==> src/rtl/sipo_pkg.sv <==
// rtl/sipo_pkg.sv - shared limits and helpers for the sipo_frame deserialiser
//   WIDTH_MIN / WIDTH_MAX : legal word-width range
//   cnt_width(w)          : bit-counter width for a w-bit word ($clog2(w), minimum 1)
package sipo_pkg;

  localparam int WIDTH_MIN = 2;
  localparam int WIDTH_MAX = 32;

  function automatic int cnt_width(input int w);
    return (w > 1) ? $clog2(w) : 1;
  endfunction

endpackage

==> src/rtl/sipo_shift_core.sv <==
// rtl/sipo_shift_core.sv - shift register and bit counter with framing clear
//   clk, rst   : clock, synchronous active-high reset
//   d_in       : serial data bit, sampled when d_valid is high
//   d_valid    : bit qualifier
//   clr        : abort partial word; wins over d_valid
//   word       : shift result including the current bit (meaningful when word_done)
//   word_done  : this edge completes a word
//   busy       : partial word in progress (bit count != 0)
module sipo_shift_core
  import sipo_pkg::*;
#(
  parameter int WIDTH     = 8,
  parameter int MSB_FIRST = 1
) (
  input  logic             clk,
  input  logic             rst,
  input  logic             d_in,
  input  logic             d_valid,
  input  logic             clr,
  output logic [WIDTH-1:0] word,
  output logic             word_done,
  output logic             busy
);

  localparam int CW = cnt_width(WIDTH);

  logic [WIDTH-1:0] sr;
  logic [WIDTH-1:0] sr_next;
  logic [CW-1:0]    cnt;
  logic             last_bit;

  always_comb begin
    sr_next = sr;
    if (MSB_FIRST != 0) begin
      sr_next = {sr[WIDTH-2:0], d_in};
    end else begin
      sr_next = {d_in, sr[WIDTH-1:1]};
    end
  end

  assign last_bit  = (cnt == CW'(WIDTH - 1));
  // The completed word is taken from the shift input side so the final bit
  // is included on the same edge that wraps the counter.
  assign word      = sr_next;
  assign word_done = d_valid && !clr && last_bit;
  assign busy      = (cnt != '0);

  always_ff @(posedge clk) begin
    if (rst) begin
      sr  <= '0;
      cnt <= '0;
    end else if (clr) begin
      sr  <= '0;
      cnt <= '0;
    end else if (d_valid) begin
      sr  <= sr_next;
      cnt <= last_bit ? '0 : cnt + 1'b1;
    end
  end

endmodule

==> src/rtl/sipo_frame.sv <==
// rtl/sipo_frame.sv - serial-in/parallel-out deserialiser with valid/ready output slot
//   clk, rst   : clock, synchronous active-high reset
//   d_in       : serial data bit
//   d_valid    : d_in sampled only when high
//   clr        : abort current partial word
//   d_out      : completed word, held until consumed
//   out_valid  : d_out holds an unconsumed word
//   out_ready  : consumer accepts when out_valid && out_ready
//   busy       : partial word in progress
//   overrun    : sticky, a completed word was dropped
module sipo_frame
  import sipo_pkg::*;
#(
  parameter int WIDTH     = 8,
  parameter int MSB_FIRST = 1
) (
  input  logic             clk,
  input  logic             rst,
  input  logic             d_in,
  input  logic             d_valid,
  input  logic             clr,
  output logic [WIDTH-1:0] d_out,
  output logic             out_valid,
  input  logic             out_ready,
  output logic             busy,
  output logic             overrun
);

  generate
    if (WIDTH < WIDTH_MIN || WIDTH > WIDTH_MAX) begin : g_bad_width
      $error("sipo_frame: WIDTH out of range 2..32");
    end
  endgenerate

  logic [WIDTH-1:0] word;
  logic             word_done;
  logic             slot_free;

  sipo_shift_core #(
    .WIDTH     (WIDTH),
    .MSB_FIRST (MSB_FIRST)
  ) u_core (
    .clk       (clk),
    .rst       (rst),
    .d_in      (d_in),
    .d_valid   (d_valid),
    .clr       (clr),
    .word      (word),
    .word_done (word_done),
    .busy      (busy)
  );

  // A slot being drained this edge can take a new word on the same edge,
  // so consecutive words need no bubble.
  assign slot_free = !out_valid || out_ready;

  always_ff @(posedge clk) begin
    if (rst) begin
      d_out     <= '0;
      out_valid <= 1'b0;
      overrun   <= 1'b0;
    end else if (word_done) begin
      if (slot_free) begin
        d_out     <= word;
        out_valid <= 1'b1;
      end else begin
        overrun   <= 1'b1;
      end
    end else if (out_valid && out_ready) begin
      out_valid <= 1'b0;
    end
  end

endmodule

==> config.mk <==
export PLATFORM = sky130hd
export DESIGN_NAME = sipo_frame
export DESIGN_NICKNAME = d
export VERILOG_FILES = /design/src/rtl/sipo_pkg.sv /design/src/rtl/sipo_shift_core.sv /design/src/rtl/sipo_frame.sv
export SDC_FILE = /design/constraint.sdc
export NUM_CORES = 1
export LEC_CHECK = 0
export ABC_CLOCK_PERIOD_IN_PS = 1950
export CORE_MARGIN = 2
export CORE_UTILIZATION = 45
export DETAILED_ROUTE_END_ITERATION = 12
export PLACE_DENSITY_LB_ADDON = 0.3
export SLEW_MARGIN = 20
export SYNTH_ARGS = -nofsm -noshare
export SYNTH_HDL_FRONTEND = slang
export SYNTH_SLANG_ARGS = --single-unit
==> constraint.sdc <==
create_clock -name clk -period 1.95 [get_ports clk]
set_input_delay 0.39 -clock clk [delete_from_list [all_inputs] [get_ports clk]]
set_output_delay 0.39 -clock clk [all_outputs]
set_load 0.02 [all_outputs]
==> metrics.cfg, run 1 <==
[run_status]
status=finished clean

[logic_synthesis]
ys.warnings.count=0
synthXorXnorAreaFrac=0
synth_cell_type_count=16
ys.flop_type=dfxtp_1
synth_edf_count=0
yosysTopAreaCell=dfxtp_1
synthMuxAreaShare=0.2063
synth_commonest_cells=dfxtp_1 (20), mux2i_1 (18), nand2b_1 (17), nor2_1 (12), ha_1 (3)
seq_area_frac_synth=0.4585
synth_compound_area_frac=0.01719
syn_area_um2=873.3
yosys.area_share.simple=0.2350
synth.area.top_cells=dfxtp_1 (46%), mux2i_1 (21%), nand2b_1 (12%)
synth_top_family_by_area=simple AND/OR/NAND/NOR gates
yosysMostFrequentCell=dfxtp_1
synthArstFlopShare=0
synthAdderAreaFrac=0.04298
synth_top_area_frac=0.4585
synth_nets=91
synth-seq-cells=20
syn_avg_cell_area_um2=10.65
postSynthCellCount=82

[sta]
rsz0062_at_grt=no
drv_slew=0
clock.fmax_ghz=0.5823
worstMarginPinSlew_ps=326.9
fin_crit_sh=0.8807
max-slew-margin-rel=0.7821
fin_hold_ws_ps=480.3
setup_viol=0
period_needed_ps=1717
fin_skew_ps=4.926
tns_ps=0
hold_violations=0

[detailed_routing]
dr.pass1.iters=4
ant_nets=0
route.met2.wl_um=609
wl_met1_um=687
wl_per_cell_um=10.87
vias=574
drtIter0Drc=6
drc=0
wl_mm=1.359
wl_met3_um=48
viasPerCell=4.592
top_layer=met4

[finish]
antenna_cells=0
multi_input_area_um2=437.9
area_growth_pct=24.50
final_nets=110
drive_gt1_frac=0.1000
regArea_um2=400.4
fillers=156
fin_cells=125
stdcell_area_um2=1087

[worst_setup_path]
crit_end=busy
cp-startpoint=u_core.cnt[0]$_SDFFE_PP0P_
r2r_cells=5
r2r-end=d_out[1]$_SDFFE_PP0P_
crit_path_end_kind=output pin
crit_type=register to output pin
timing.rr.start=u_core.cnt[0]$_SDFFE_PP0P_
crit_fanout=4
rrSetupSlack_ps=470
worstSetupStartpointType=register
required_ps=1560
arrival_ps=1330

[clock_network]
numClockSinks=20
cts.clk_slew.worst_paths_ps=110
root_buffer=clkbuf_4
htreeDepth=1
cts_buffers=3
worstSkewPairLatency_ps=290
cts_tree=yes
holdBufCountCts=0
cts_max_path_buffers=2

[floorplanning]
core_area_um2=1783
num_io_pins=17
initial_core_util=0.4898
die_area_um2=2309
die_w_um=48.06
chipHeight_um=48.06
row_count=15

[power_and_ir_drop]
powerDensity_nw_per_um2=636.2
p_total_mw=0.6917
irDropWorstVdd_v=0.0004290
p_leak_nw=0.4340

[job]
cap_violations=0

[global_routing]
grt_max_degree=18
grt_pass1_vias=539
antenna_found_initial=0
grt_overflow_total=0
groute.usage.overall=0.1443
grt_pass1_wl_mm=2.304

[placed_design]
dp_cells=121
io_buffers=16
routabilityCongestion=0.6546
hpwl_mm=1.011
place_area_um2=1052

[worst_hold_path]
hp-class=register to register
hold_start=d_out[4]$_SDFFE_PP0P_

kinds of logic (layout without fill, tap and decap cells):
logic type	Yosys count	count (layout)
AO/OA/AOI/OAI	2	2
adder cells (fa/ha/maj)	3	3
buffers and inverters	6	24
flip-flops	20	20
multiplexers	18	18
AND/OR/NAND/NOR	33	33
per-layer routing:
metal  track usage  vias up
li1              -      301
met1        0.1941      260
met2        0.2187       11
met3       0.05660        2
met4       0.03243        0
met5             0        -
flip-flops by register name, indices dropped and copies added (netlist names):
register,flops
overrun,1
u_core.cnt,3
d_out,8
u_core.sr,7
out_valid,1
cell type report:
cell class / count / area share
Multi-Input combinational cell: 56 / 0.4028
Sequential cell: 20 / 0.3682
Timing Repair Buffer: 18 / 0.1600
Clock buffer: 4 / 0.03337
Tap cell: 25 / 0.02877
Inverter: 2 / 0.006905
where the power goes:
group          total (mW)  switching, mW  internal, mW
logic              0.0479         0.0205        0.0274
clock network       0.231          0.118         0.114
registers           0.413        0.00206         0.411
total               0.692          0.140         0.552
per-stage QoR:
stage,setup WS (ps),utilization
after detailed placement,299.7,0.5902
final,232.6,0.6098
after global routing,166.6,0.6098
after CTS,215.2,0.6098
after global placement,304.1,0.5902
after floorplan,688.6,-
worst min path at each step:
| stage | to | slack (ps) | cells past startpoint |
|---|---|---|---|
| final | d_out[4]$_SDFFE_PP0P_ | 480 | 2 |
| after global routing | d_out[7]$_SDFFE_PP0P_ | 500 | 2 |
| after global placement | d_out[5]$_SDFFE_PP0P_ | 460 | 2 |
| after detailed placement | d_out[5]$_SDFFE_PP0P_ | 470 | 2 |
| after CTS | d_out[4]$_SDFFE_PP0P_ | 480 | 2 |
| after floorplan | d_out[7]$_SDFFE_PP0P_ | 450 | 2 |
cells in the final DEF, fill, tap and decap left out, types with 2 or more instances in the layout:
master | synthesis | routed
dfxtp_1 | 20 | 20
ha_1 | 3 | 3
clkdlybuf4s50_1 | 0 | 15
nor2_1 | 12 | 12
mux2i_1 | 18 | 18
inv_1 | 2 | 2
buf_4 | 1 | 2
clkbuf_4 | 0 | 3
nand2b_1 | 17 | 17
worst max-delay path, cell delays in order (launching register included):
cell,delay (ps)
dfxtp_1,400
inv_1,60
ha_1,190
nand2b_1,60
dlygate4sd2_1,330
repair_timing:
item,in CTS,in global routing
resized for setup,1,0
setup endpoints to repair,1,0
buffers inserted,0,0
No activity file was read; power rests on OpenSTA's default activity.
==> run 2: changes to the inputs <==
CAP_MARGIN = 0   (was not set)
GPL_TIMING_DRIVEN = 1   (was not set)
SKIP_LAST_GASP = 1   (was not set)
==> results of run 2 <==
The final DEF is identical to that of run 1; final timing and power are the same.
==> run 3: changes to the inputs <==
CAP_MARGIN = 40   (was 0)
SLEW_MARGIN = not set   (was 20)
==> results of run 3 <==
The final DEF is identical to that of run 1; final timing and power are the same.
